$ cat config.mk
export PLATFORM = sky130hd
export DESIGN_NAME = cpu_writeback
export DESIGN_NICKNAME = d
export VERILOG_FILES = /design/src/rtl/cpu_writeback.sv
export SDC_FILE = /design/constraint.sdc
export NUM_CORES = 2
export LEC_CHECK = 0
export CAP_MARGIN = 30
export CORE_MARGIN = 10
export CORE_UTILIZATION = 35
export CTS_CLUSTER_DIAMETER = 60
export CTS_CLUSTER_SIZE = 16
export DETAILED_ROUTE_END_ITERATION = 8
export GPL_ROUTABILITY_DRIVEN = 0
export MAX_ROUTING_LAYER = met4
export PLACE_DENSITY_LB_ADDON = 0.1
export SYNTH_ARGS = -nofsm -noshare
export SYNTH_HDL_FRONTEND = slang
export SYNTH_SLANG_ARGS = --single-unit
$ cat constraint.sdc
create_clock -name clk -period 11.07 [get_ports clk]
set_clock_uncertainty 0.05 [all_clocks]
set_input_delay 2.214 -clock clk [delete_from_list [all_inputs] [get_ports clk]]
set_output_delay 2.214 -clock clk [all_outputs]
set_load 0.02 [all_outputs]
$ cat src/rtl/cpu_writeback.sv
// cpu_writeback: memory/writeback stage with 64x32 data RAM, UART tx request and commit record.
// Define CPU_WB_STALL_CNT_EN to add the stall_cnt port and counter.
module cpu_writeback #(
  parameter int DMEM_WORDS = 64,
  parameter int RF_AW = 4
) (
  input  logic                          clk,
  input  logic                          rst_n,
  input  logic                          ex_valid,
  output logic                          ex_ready,
  input  logic [RF_AW-1:0]              ex_rd,
  input  logic [31:0]                   ex_pc,
  input  logic [31:0]                   ex_intr_pc,
  input  logic [31:0]                   ex_intr_vec,
  input  logic                          ex_intr_en,
  input  logic                          ex_ack,
  input  logic                          ex_w_rd,
  input  logic                          ex_mem_r_req,
  input  logic                          ex_mem_w_req,
  input  logic                          ex_tx_req,
  input  logic [31:0]                   ex_x_rd,
  input  logic [7:0]                    ex_tx_data,
  input  logic [$clog2(DMEM_WORDS)-1:0] ex_mem_addr,
`ifdef CPU_WB_STALL_CNT_EN
  output logic [31:0]                   stall_cnt,
`endif
  output logic                          rf_we,
  output logic [RF_AW-1:0]              rf_waddr,
  output logic [31:0]                   rf_wdata,
  output logic                          tx_valid,
  output logic [7:0]                    tx_data,
  input  logic                          tx_ready,
  output logic                          cm_valid,
  output logic [31:0]                   cm_pc,
  output logic [31:0]                   cm_intr_pc,
  output logic [31:0]                   cm_intr_vec,
  output logic                          cm_intr_en,
  output logic                          intr_ack
);
  typedef enum logic [1:0] {IDLE, LOAD, TX, COMMIT} state_t;
  typedef struct packed {
    logic [RF_AW-1:0] rd;
    logic [31:0]      pc, ipc, ivec, xrd;
    logic [7:0]       txd;
    logic             ien, ack, wrd;
  } hold_t;
  state_t state_q, state_d;
  hold_t hold_q, hold_d;
  logic ex_ready_q, ex_ready_d, rf_we_q, rf_we_d, cm_valid_q, cm_valid_d;
  logic intr_ack_q, intr_ack_d, tx_valid_q, tx_valid_d;
  logic acc, wr_req, tx_req;
  logic [31:0] mem [DMEM_WORDS];
  logic [31:0] ram_q;
  assign acc    = ex_valid && ex_ready_q;
  assign wr_req = !ex_mem_r_req && ex_mem_w_req;
  assign tx_req = !ex_mem_r_req && !ex_mem_w_req && ex_tx_req;
  always_comb begin
    hold_d = hold_q;
    if (acc)
      hold_d = '{rd: ex_rd, pc: ex_pc, ipc: ex_intr_pc, ivec: ex_intr_vec, xrd: ex_x_rd,
                 txd: ex_tx_data, ien: ex_intr_en, ack: ex_ack, wrd: ex_w_rd && !wr_req};
    if (state_q == LOAD) hold_d.xrd = ram_q;
    state_d = state_q == IDLE ? (!acc ? IDLE : ex_mem_r_req ? LOAD : tx_req ? TX : COMMIT) :
              state_q == LOAD ? COMMIT :
              state_q == TX   ? (tx_ready ? COMMIT : TX) : IDLE;
    ex_ready_d = state_d == IDLE;
    tx_valid_d = state_d == TX;
    cm_valid_d = state_d == COMMIT;
    rf_we_d    = cm_valid_d && hold_d.wrd && hold_d.rd != '0;
    intr_ack_d = cm_valid_d && hold_d.ack;
  end
  always_ff @(posedge clk or negedge rst_n) begin
    if (!rst_n) begin
      state_q    <= IDLE;
      hold_q     <= '0;
      ex_ready_q <= 1'b0;
      tx_valid_q <= 1'b0;
      cm_valid_q <= 1'b0;
      rf_we_q    <= 1'b0;
      intr_ack_q <= 1'b0;
    end else begin
      state_q    <= state_d;
      hold_q     <= hold_d;
      ex_ready_q <= ex_ready_d;
      tx_valid_q <= tx_valid_d;
      cm_valid_q <= cm_valid_d;
      rf_we_q    <= rf_we_d;
      intr_ack_q <= intr_ack_d;
    end
  end
  // Data RAM is not reset; write and read both happen on the accept edge.
  always_ff @(posedge clk) begin
    if (acc && wr_req) mem[ex_mem_addr] <= ex_x_rd;
    if (acc && ex_mem_r_req) ram_q <= mem[ex_mem_addr];
  end
`ifdef CPU_WB_STALL_CNT_EN
  logic [31:0] stall_q, stall_d;
  always_comb stall_d = stall_q + 32'((ex_valid && !ex_ready_q) || (state_q == TX && !tx_ready));
  always_ff @(posedge clk or negedge rst_n)
    if (!rst_n) stall_q <= '0;
    else stall_q <= stall_d;
  assign stall_cnt = stall_q;
`endif
  assign ex_ready    = ex_ready_q;
  assign tx_valid    = tx_valid_q;
  assign tx_data     = hold_q.txd;
  assign cm_valid    = cm_valid_q;
  assign rf_we       = rf_we_q;
  assign intr_ack    = intr_ack_q;
  assign rf_waddr    = hold_q.rd;
  assign rf_wdata    = hold_q.xrd;
  assign cm_pc       = hold_q.pc;
  assign cm_intr_pc  = hold_q.ipc;
  assign cm_intr_vec = hold_q.ivec;
  assign cm_intr_en  = hold_q.ien;
endmodule

== Yosys cells after proc, flatten, opt, wreduce, memory -nomap -nowiden ==
Memory sizes are Yosys's and may differ from the RTL's. A register that Yosys moved wholly into a read port is not among the register bits.
Cells that the tools add are included.
Word-level totals
  input bits: 156
  flip-flop bits (word level): 150
  memories: 1
  output and inout port bits: 146
  RAM bits: 2048
Memory list
  mem: depth 64, bits a word 32, read ports 1, clocked after memory_dff 1, write ports 1, line 52  | logic [31:0] mem [DMEM_WORDS];
Cells by class
  reduce and logical (&&, ||, !) cells: 17
  equal/unequal tests: 4
  multiplexer cells: 11
Operators by type and width (count)
  $mux 143: 1
  $mux 32: 1
  $logic_and 1x1->1: 10
  $mux 2: 5
  $eq 2x2->1 const B: 3
  $logic_not 2->1: 2
  $mux 1: 4
  $reduce_bool 4->1: 1
  $logic_not 1->1: 3
  $eq 2x1->1 const B: 1
  $reduce_bool 2->1: 1

== Logic depth before layout (Yosys ltp) ==
  depth after elaboration: 10
  mapped depth: 12
  depth with buffers taken out: 6

== Least setup slack after synthesis ==
Ideal clock, no wire load.
  kind: input to register
  from: input port ex_mem_addr[2]
  to: memory mem[40][0], enable pin
  library setup time: 0.461 ns
  arrival time: 5.678 ns
  data required time: 10.559 ns
  cell stages on the path: 9
  slack: 4.881 ns
  cell sequence: buf_6 > buf_6 > buf_6 > buf_4 > buf_4 > buf_2 > nor3b_2 > nand2_1 > nor3_1
RTL lines
  start: declaration: line 23  | input logic [$clog2(DMEM_WORDS)-1:0] ex_mem_addr,
  end: declaration: line 52
Straight into the memory's write port.

== Worst setup path in the final report ==
  from: input port ex_mem_addr[0]
  to: memory mem[29][22], enable pin
Straight into the memory's write port.

==> impl_metrics.py <==
metrics = {
    "clock_network": {
        "cts.sinks": 2230,
        "clockBufferDepth": 3,
        "cts_hold_buf": 0,
        "worstSkewPairLatency_ns": 0.86,
        "path_clk_slew_ns": 0.07,
        "cts_tree": "done",
        "htree_levels": 4,
        "cts_resized": 0,
        "cts_buffers": 186,
        "postCtsSetupRepairBufs": 0,
        "cts_root_buf": "clkbuf_16",
    },
    "synth": {
        "yosys_most_used_dff": "edfxtp_1",
        "synth_most_common_cell": "edfxtp_1",
        "syn_area_um2": 86100,
        "synth_common_cells": "2080 x edfxtp_1, 354 x a221oi_1, 293 x nor2_1",
        "synthesis.nets": 5115,
        "synthArstFlopShare_pct": 6.73,
        "synth_edf_count": 2080,
        "yosys.area.top_type": "edfxtp_1",
        "ys_seq_area_share_pct": 76.9,
        "syn_inst": 4956,
        "netlist_top_cells_area": "edfxtp_1 73%, dfrtp_1 4.4%, a221oi_1 3.6%",
        "ys_types": 60,
        "synth-seq-cells": 2230,
        "yosysTopAreaCellShare_pct": 72.5,
        "yosysWarnings": 0,
        "syn_area_per_cell_um2": 17.4,
    },
    "timing": {
        "clock.fmax_mhz": 174,
        "drv_slew": 0,
        "period_share_pct": 51.8,
        "fin_tns_setup_ns": 0,
        "relSlewSlack_pct": 23.2,
        "worst_slew_pin_slew_ns": 1.15,
        "final-setup-viol-count": 0,
        "grt_setup_unrepaired": "no",
        "timing.final.crit_period_ns": 5.73,
        "finalHoldViolCount": 0,
    },
    "critical_path": {
        "worstPathMaxFanout": 46,
        "critPathCaptureType": "flip-flop",
        "worst_ep_arrival_time_ns": 6.19,
        "cp.required_ns": 11.53,
        "r2r_cells": 5,
        "crit_type": "in2reg",
        "cp-start-kind": "input port",
    },
    "place": {
        "port_buffers": 301,
        "dpl.cell_count": 8172,
        "placed_cell_area_um2": 92500,
        "dp_hpwl_mm": 161,
    },
    "die": {
        "rows": 182,
        "ios": 302,
        "die_w_um": 516,
        "die_y_um": 516,
        "dieArea_um2": 266000,
        "start_util_pct": 35.1,
        "core_um2": 245000,
    },
    "grt": {
        "grtUsageTotal_pct": 21.9,
        "grt_overflow": 0,
        "grt_pass1_wl_mm": 404,
        "grt_max_degree": 101,
        "antenna_found_initial": 15,
        "grt_pass1_vias": 48400,
    },
    "routing": {
        "vias_per_cell": 5.75,
        "drc": 0,
        "wl_per_cell_um": 34.4,
        "antenna_left": 0,
        "first_iter_violations": 5212,
        "num_vias": 48900,
        "wl_mm": 292,
        "dr.pass1.iters": 7,
    },
    "layout": {
        "drive_gt1_share_pct": 17.5,
        "syn_to_final_growth_pct": 14.6,
        "finalNonFillerCells": 8505,
        "fin_area_um2": 98700,
        "layout.nets": 5300,
    },
    "worst_hold_path": {
        "hold_depth": 2,
        "hp-class": "reg2reg",
    },
    "power_and_ir_drop": {
        "cellLeakagePower_nw": 31.2,
        "power_density_nw_per_um2": 192,
        "irDropWorstVdd_mv": 0.168,
    },
    "flow_run": {
        "cap_violations": 0,
    },
    "outcome": {
        "status": "finished, final reports clean",
    },
}
==> registers in the layout, indices dropped and copies added (netlist names) <==
| register | count |
|---|---|
| cm_intr_en | 1 |
| cm_intr_pc | 32 |
| cm_intr_vec | 32 |
| cm_pc | 32 |
| cm_valid | 1 |
| ex_ready | 1 |
| hold_q | 2 |
| intr_ack | 1 |
| mem | 2048 |
| ram_q | 32 |
| rf_waddr | 4 |
| rf_wdata | 32 |
| rf_we | 1 |
| state_q | 2 |
| tx_data | 8 |
| tx_valid | 1 |
==> worst max-delay path, stage by stage <==
cell	delay (ns)
buf_8	0.40
buf_4	0.67
nor2b_4	0.32
buf_4	0.30
buf_4	0.45
nand2_1	0.60
nor2_4	0.67
buf_4	0.47
==> kinds of logic after synthesis <==
kind of cell    after synthesis  synth area share (%)
flops                      2230                  76.9
fa+ha+maj                     3                0.0436
simple gates                501                  2.55
buf+inv                     506                  3.35
mux                         430                  6.19
compound gates             1286                  11.0
==> per-stage QoR <==
stage / util (%) / power, mW / hold slack, ns / worst slack (ns)
final: 40.2 / 19.0 / 0.398 / 5.34
after global routing: 40.2 / 19.6 / 0.426 / 5.21
after CTS: 40.2 / 19.1 / 0.406 / 5.30
after detailed placement: 37.7 / 12.3 / 0.389 / 4.41
after global placement: 37.6 / 12.3 / 0.387 / 4.39
after floorplan: - / 11.4 / 0.380 / 4.88
==> layout make-up <==
| cell class | instances | area (um^2) |
|---|---|---|
| Sequential cell | 2230 | 66200 |
| Fill cell | 22000 | 147000 |
| Tap cell | 3220 | 4030 |
| Antenna cell | 16 | 40.0 |
| Clock buffer | 214 | 5010 |
| Timing Repair Buffer | 495 | 4570 |
| Inverter | 8 | 45.0 |
| Multi-Input combinational cell | 2220 | 17600 |
| Clock inverter | 102 | 1140 |
==> final timing paths <==
| kind | startpoint | endpoint | slack [ns] |
|---|---|---|---|
| worst max-delay path | ex_mem_addr[0] | mem[29][22]$_DFFE_PP_ | 5.34 |
| max in group asynchronous | rst_n | cm_pc[26]$_DFFE_PN0N_ | 8.58 |
| worst min register to register | ram_q[18]$_DFFE_PP_ | rf_wdata[18]$_DFFE_PN0P_ | 0.40 |
| worst max register to register | ex_ready$_DFF_PN0_ | mem[59][10]$_DFFE_PP_ | 7.19 |
| min in group asynchronous | rst_n | cm_intr_en$_DFFE_PN0N_ | 1.20 |
| worst min-delay path | ram_q[18]$_DFFE_PP_ | rf_wdata[18]$_DFFE_PN0P_ | 0.40 |
==> layer usage <==
layer | track usage [%] | vias up | share of wire (%)
met5 | - | - | 0
met4 | 5.71 | 0 | 2.5
met3 | 3.29 | 339 | 6.4
met2 | 34.5 | 1930 | 47
met1 | 29.9 | 26200 | 44
li1 | - | 20500 | -
==> power breakdown <==
group	internal [mW]	leakage, nW	switching [mW]
Combinational	0.958	7.73	1.40
Sequential	9.51	20.5	0.204
Clock	3.69	2.98	3.20
==> placed cells by master (no fill, tap or decap), types with 7 or more instances in the layout <==
cell type and n:
o21ai_1 37, clkbuf_1 13, nor2_1 221, mux4_2 60, edfxtp_1 2080, clkbuf_16 195, a221o_1 51, bufinv_16 18
nor3_1 28, clkdlybuf4s50_1 265, o22ai_1 94, buf_2 32, a221oi_2 26, o211ai_1 27, clkinv_2 19, dfrtp_1 150
a22oi_1 278, a22o_1 41, or3_1 13, nor2_4 68, or4b_1 12, a21oi_1 162, a221oi_1 354, clkinv_4 7
diode_2 16, o22a_1 14, o221ai_1 8, mux2i_1 149, buf_4 177, nand3_1 17, mux2_2 220, inv_6 21
o21ai_0 175, clkinvlp_4 13, buf_12 10, nand2_1 92, clkinv_1 17
Note: power is estimated with default switching activity, not from simulation.
